<file path="src/rtl/calc_seq_ctrl.sv">
// calc_seq_ctrl: turns keypad presses into operand/operator entry, launches the BCD ALU on "=",
// and holds the displayed value. Define CALC_CHAIN_EN to let an operator continue from a shown result.
module calc_seq_ctrl #(
    parameter int NDIG        = 4,
    parameter int ALU_TIMEOUT = 16
) (
    input  logic                clk,
    input  logic                reset,
    input  logic                btn_press,
    input  logic                is_number,
    input  logic                is_op,
    input  logic                is_eq,
    input  logic [3:0]          num_val,
    input  logic [1:0]          op_val,
    output logic [4*NDIG-1:0]   alu_a,
    output logic [4*NDIG-1:0]   alu_b,
    output logic [1:0]          alu_op,
    output logic                alu_start,
    input  logic                alu_done,
    input  logic [4*NDIG-1:0]   alu_result,
    input  logic                alu_neg,
    input  logic                alu_ovf,
    output logic [4*NDIG-1:0]   disp_bcd,
    output logic                disp_neg,
    output logic                disp_err,
    output logic [2:0]          state_dbg
);
    localparam int W  = 4*NDIG;
    localparam int CW = $clog2(NDIG+1);
    localparam int TW = $clog2(ALU_TIMEOUT+1);

    typedef enum logic [2:0] {
        ENTER_A  = 3'd0,
        ENTER_B  = 3'd1,
        WAIT_ALU = 3'd2,
        SHOW_RES = 3'd3
    } state_t;

    state_t          state_q, state_d;
    logic [W-1:0]    a_q, a_d, b_q, b_d, res_q, res_d;
    logic [1:0]      op_q, op_d;
    logic [CW-1:0]   cnt_q, cnt_d;
    logic [TW-1:0]   tmr_q, tmr_d;
    logic            press_q, start_q, start_d, neg_q, neg_d, err_q, err_d;
    logic            key_ev, dig_ev, op_ev, eq_ev, room;

    assign key_ev = btn_press & ~press_q;
    assign dig_ev = key_ev & is_number;
    assign op_ev  = key_ev & is_op & (op_val != 2'd0) & ~is_number;
    assign eq_ev  = key_ev & is_eq & ~is_number & ~is_op;
    assign room   = cnt_q != CW'(NDIG);

    always_comb begin
        state_d = state_q;
        a_d     = a_q;
        b_d     = b_q;
        res_d   = res_q;
        op_d    = op_q;
        cnt_d   = cnt_q;
        tmr_d   = tmr_q;
        neg_d   = neg_q;
        err_d   = err_q;
        start_d = 1'b0;
        case (state_q)
            ENTER_A: begin
                if (dig_ev && room) begin
                    a_d   = {a_q[W-5:0], num_val};
                    cnt_d = cnt_q + CW'(1);
                end else if (op_ev) begin
                    op_d    = op_val;
                    b_d     = '0;
                    cnt_d   = '0;
                    state_d = ENTER_B;
                end
            end
            ENTER_B: begin
                if (dig_ev && room) begin
                    b_d   = {b_q[W-5:0], num_val};
                    cnt_d = cnt_q + CW'(1);
                end else if (op_ev && cnt_q == '0) begin
                    op_d = op_val;
                end else if (eq_ev && cnt_q != '0) begin
                    start_d = 1'b1;
                    tmr_d   = TW'(ALU_TIMEOUT);
                    state_d = WAIT_ALU;
                end
            end
            WAIT_ALU: begin
                // done is checked first so a completion in the expiry cycle still wins
                if (alu_done) begin
                    res_d   = alu_result;
                    neg_d   = alu_neg;
                    err_d   = alu_ovf;
                    state_d = SHOW_RES;
                end else if (tmr_q == TW'(1)) begin
                    res_d   = '0;
                    err_d   = 1'b1;
                    state_d = SHOW_RES;
                end else begin
                    tmr_d = tmr_q - TW'(1);
                end
            end
            SHOW_RES: begin
                if (dig_ev) begin
                    a_d     = {{(W-4){1'b0}}, num_val};
                    b_d     = '0;
                    neg_d   = 1'b0;
                    err_d   = 1'b0;
                    cnt_d   = CW'(1);
                    state_d = ENTER_A;
                end
`ifdef CALC_CHAIN_EN
                else if (op_ev && !err_q && !neg_q) begin
                    a_d     = res_q;
                    op_d    = op_val;
                    b_d     = '0;
                    cnt_d   = '0;
                    state_d = ENTER_B;
                end
`endif
            end
            default: state_d = ENTER_A;
        endcase
    end

    always_ff @(posedge clk or negedge reset) begin
        if (!reset) begin
            state_q <= ENTER_A;
            a_q     <= '0;
            b_q     <= '0;
            res_q   <= '0;
            op_q    <= '0;
            cnt_q   <= '0;
            tmr_q   <= '0;
            press_q <= 1'b0;
            start_q <= 1'b0;
            neg_q   <= 1'b0;
            err_q   <= 1'b0;
        end else begin
            state_q <= state_d;
            a_q     <= a_d;
            b_q     <= b_d;
            res_q   <= res_d;
            op_q    <= op_d;
            cnt_q   <= cnt_d;
            tmr_q   <= tmr_d;
            press_q <= btn_press;
            start_q <= start_d;
            neg_q   <= neg_d;
            err_q   <= err_d;
        end
    end

    // WAIT_ALU keeps showing the last entered operand until a result arrives
    assign disp_bcd  = (state_q == ENTER_A) ? a_q : (state_q == SHOW_RES) ? res_q : b_q;
    assign alu_a     = a_q;
    assign alu_b     = b_q;
    assign alu_op    = op_q;
    assign alu_start = start_q;
    assign disp_neg  = neg_q;
    assign disp_err  = err_q;
    assign state_dbg = state_q;
endmodule

</file>
<file path="config.mk">
export PLATFORM = sky130hd
export DESIGN_NAME = calc_seq_ctrl
export DESIGN_NICKNAME = d
export VERILOG_FILES = /design/src/rtl/calc_seq_ctrl.sv
export SDC_FILE = /design/constraint.sdc
export NUM_CORES = 1
export LEC_CHECK = 0
export CORE_MARGIN = 1
export CORE_UTILIZATION = 44
export CTS_CLUSTER_DIAMETER = 30
export DETAILED_ROUTE_END_ITERATION = 6
export PLACE_DENSITY = 0.73
export SLEW_MARGIN = 40
export SYNTH_ARGS = -nofsm -noshare
export SYNTH_HDL_FRONTEND = slang
export SYNTH_SLANG_ARGS = --single-unit
</file>
<file path="constraint.sdc">
create_clock -name clk -period 4.5 [get_ports clk]
set_input_delay 0.9 -clock clk [delete_from_list [all_inputs] [get_ports clk]]
set_output_delay 0.9 -clock clk [all_outputs]
set_load 0.02 [all_outputs]
</file>
==> results.sh <==
export IMPL_outcome="complete, no violations"
export IMPL_ys_types=49
export IMPL_dp_cells=483
export IMPL_worstHoldStart="res_q[9]$_DFFE_PN0P_"
export IMPL_period_share_pct=73.5
export IMPL_initial_core_util_pct=46.0
export IMPL_hold_end="res_q[9]$_DFFE_PN0P_"
export IMPL_track_usage_pct=22.2
export IMPL_critical_path_required_ns=3.60
export IMPL_ys_warn_count=0
export IMPL_vias=2595
export IMPL_overflow=0
export IMPL_worstSetupStartpointType="register"
export IMPL_die_h_um=89.3
export IMPL_netlist_top_cells_area="dfrtp_1 48%, mux2i_1 10%, a22o_1 4.2%, nand2_1 4.0%, mux2_1 4.0%"
export IMPL_synth_edf_count=0
export IMPL_cp_cell_sequence="inv_1, ha_2, nand2_1, o21ai_0, clkdlybuf4s50_1"
export IMPL_firstDrtPassIters=4
export IMPL_dieArea_um2=7970
export IMPL_fill_cells=636
export IMPL_slowest_stage="clkdlybuf4s50_1"
export IMPL_syn_nets=355
export IMPL_fin_nets=435
export IMPL_synth_avg_cell_area_um2=10.6
export IMPL_vdd_drop_max_mv=0.387
export IMPL_finalMaxSlewViolations=0
export IMPL_antenna_found_initial=0
export IMPL_sw_frac_of_total_pct=39.8
export IMPL_io_pin_count=87
export IMPL_tightest_slew_ns=0.821
export IMPL_synthFlopType="dfrtp_1"
export IMPL_post_cts_setup_buffers=0
export IMPL_synth_top_cell_area_share_pct=47.8
export IMPL_ys_seq_elements=64
export IMPL_clock_latency_ns=0.34
export IMPL_grt_max_degree=40
export IMPL_cts_buffers=9
export IMPL_core_area_um2=7290
export IMPL_slowest_delay_ns=0.65
export IMPL_async_reset_ff_share_pct=100
export IMPL_rsz0062_at_grt="false"
export IMPL_multiInputGateArea_um2=1550
export IMPL_post_synth_top_count_cell="dfrtp_1"
export IMPL_insertedDiodeCount=0
export IMPL_gp_congestion=0.782
export IMPL_p_sw_mw=1.31
export IMPL_num_rows=31
export IMPL_reg2reg_from="state_dbg[0]$_DFFE_PN0P_"
export IMPL_cp_end_kind="primary output"
export IMPL_area_growth_syn_to_layout_pct=34.6
export IMPL_synth_commonest_cells="64 x dfrtp_1, 36 x nand2_1, 34 x mux2i_1"
export IMPL_grt_pass1_wl_mm=13.1
export IMPL_path_class="register to primary output"
export IMPL_stdcell_area_um2=4510
export IMPL_drt_antenna_violating_nets=0
export IMPL_wl_per_cell_um=16.3
export IMPL_r2r_cells=5
export IMPL_setup_viol=0
export IMPL_cts_clk_slew_worst_paths_ns=0.07
export IMPL_seqPwrFrac_pct=29.4
export IMPL_via_per_inst=5.20
export IMPL_drtIter0Drc=144
export IMPL_clock_skew_ns=0.00958
export IMPL_dpl_instance_area_um2=4260
export IMPL_grt_pass1_vias=2551
export IMPL_pwr_share_clk_pct=18.8
export IMPL_cts_buffer_depth=2
export IMPL_ctsHoldBuffers=0
export IMPL_rrSetupSlack_ns=2.05
export IMPL_hpwlAfterDp_mm=5.68
export IMPL_cp_arrival_ns=2.41
export IMPL_syn_area_um2=3350
export IMPL_intPower_mw=1.99
export IMPL_drive_above_1_share_pct=10.3
export IMPL_hold_violations=0
export IMPL_min_delay_path_depth=1
export IMPL_p_leak_nw=1.95
export IMPL_worst_slew_margin_rel_pct=45.3
export IMPL_hold_class="register to register"
export IMPL_wl_mm=8.11
export IMPL_pwr_share_comb_pct=51.8
export IMPL_synth_seq_area_share_pct=47.8
export IMPL_regArea_um2=1600
export IMPL_power_density_nw_per_um2=732
export IMPL_cts_repair_resized=0
export IMPL_fmax_mhz=302
export IMPL_dieWidth_um=89.3
export IMPL_cts_root_buf="clkbuf_8"
export IMPL_fin_crit_ns=3.31
export IMPL_synthCells=315
export IMPL_worst_r2r_endpoint="alu_a[13]$_DFFE_PN0P_"
export IMPL_drcViolationCount=0
export IMPL_max_cap_viol_count=0
export IMPL_synth_top_cell_by_area="dfrtp_1"
export IMPL_layout_cells_non_filler=499
export IMPL_crit_fanout=38
export IMPL_port_buffer_count=85
export IMPL_cts_tree="built"
export IMPL_h_tree_depth=3
export IMPL_cts_sinks=64
export IMPL_fin_tns_setup_ns=0
state kept, by name (all words and copies together) (netlist names):
name       count
res_q         16
disp_err       1
cnt_q          3
alu_a         16
alu_b         16
state_dbg      2
tmr_q          5
alu_start      1
press_q        1
alu_op         2
disp_neg       1
routing by layer:
| layer | GRT usage [%] | vias to the layer above | routed length [um] |
|---|---|---|---|
| met5 | 0 | - | 0 |
| met1 | 29.3 | 1263 | 3680 |
| li1 | - | 1246 | - |
| met3 | 5.17 | 8 | 459 |
| met2 | 37.3 | 78 | 3910 |
| met4 | 5.63 | 0 | 62 |
layout by cell type (no fill, tap or decap), types with 4 or more instances in the layout:
cell type        count
a21oi_1              5
a22o_1              16
buf_4                5
clkbuf_8            10
clkdlybuf4s50_1     84
dfrtp_1             64
ha_1                 7
inv_1               27
mux2_1              12
mux2_2               8
mux2i_1             34
nand2_1             36
nor2_1               4
nor2b_1             16
o21ai_0             20
power groups by stage:
stage,Combinational [mW],Clock (mW),Sequential (mW)
2_1_floorplan,1.00,0,1.06
6_report,1.71,0.622,0.970
5_1_grt,1.86,0.656,1.00
3_3_place_gp,1.67,0,0.969
4_1_cts,1.73,0.631,0.970
3_5_place_dp,1.72,0,0.978
layout make-up:
type                    instances  share of cell area (%)
clock buffers                  10                    3.05
clock inverters                 6                    2.55
inverters                      27                    2.25
multi-input cells             204                    34.4
flip-flops and latches         64                    35.5
well taps                      99                    2.75
repair buffers                 89                    19.5
critical path, delay by kind of cell (launching register included):
kind            cells  cell delay (ns)
simple gates        1             0.10
flops               1             0.44
fa+ha+maj           1             0.61
buf+inv             2             0.79
compound gates      1             0.12
worst max-delay path by stage:
stage,endpoint,slack (ns),from
final,disp_bcd[11],1.19,state_dbg[0]$_DFFE_PN0P_
after floorplan,disp_bcd[0],1.68,state_dbg[1]$_DFFE_PN0P_
after global routing,disp_bcd[6],1.00,state_dbg[0]$_DFFE_PN0P_
after global placement,disp_bcd[5],1.21,state_dbg[1]$_DFFE_PN0P_
after detailed placement,disp_bcd[11],1.55,state_dbg[0]$_DFFE_PN0P_
after CTS,disp_bcd[11],1.18,state_dbg[0]$_DFFE_PN0P_
cell families after synthesis:
logic type	count (synthesis)	synth area share, %
simple gates	77	12.2
flops	64	47.8
compound gates	61	12.9
mux	54	16.9
buf+inv	47	6.23
fa+ha+maj	9	3.36
xor+xnor	2	0.523
other cells	1	0.112
stage by stage:
step	util [%]	total power, mW	setup WS (ns)	hold slack [ns]
global route	61.9	3.52	1.00	0.530
CTS	61.9	3.33	1.18	0.516
floorplan	-	2.06	1.68	0.473
global placement	58.2	2.64	1.21	0.488
finish	61.9	3.30	1.19	0.514
detailed placement	58.4	2.69	1.55	0.495
(Power assumes the default switching activity.)
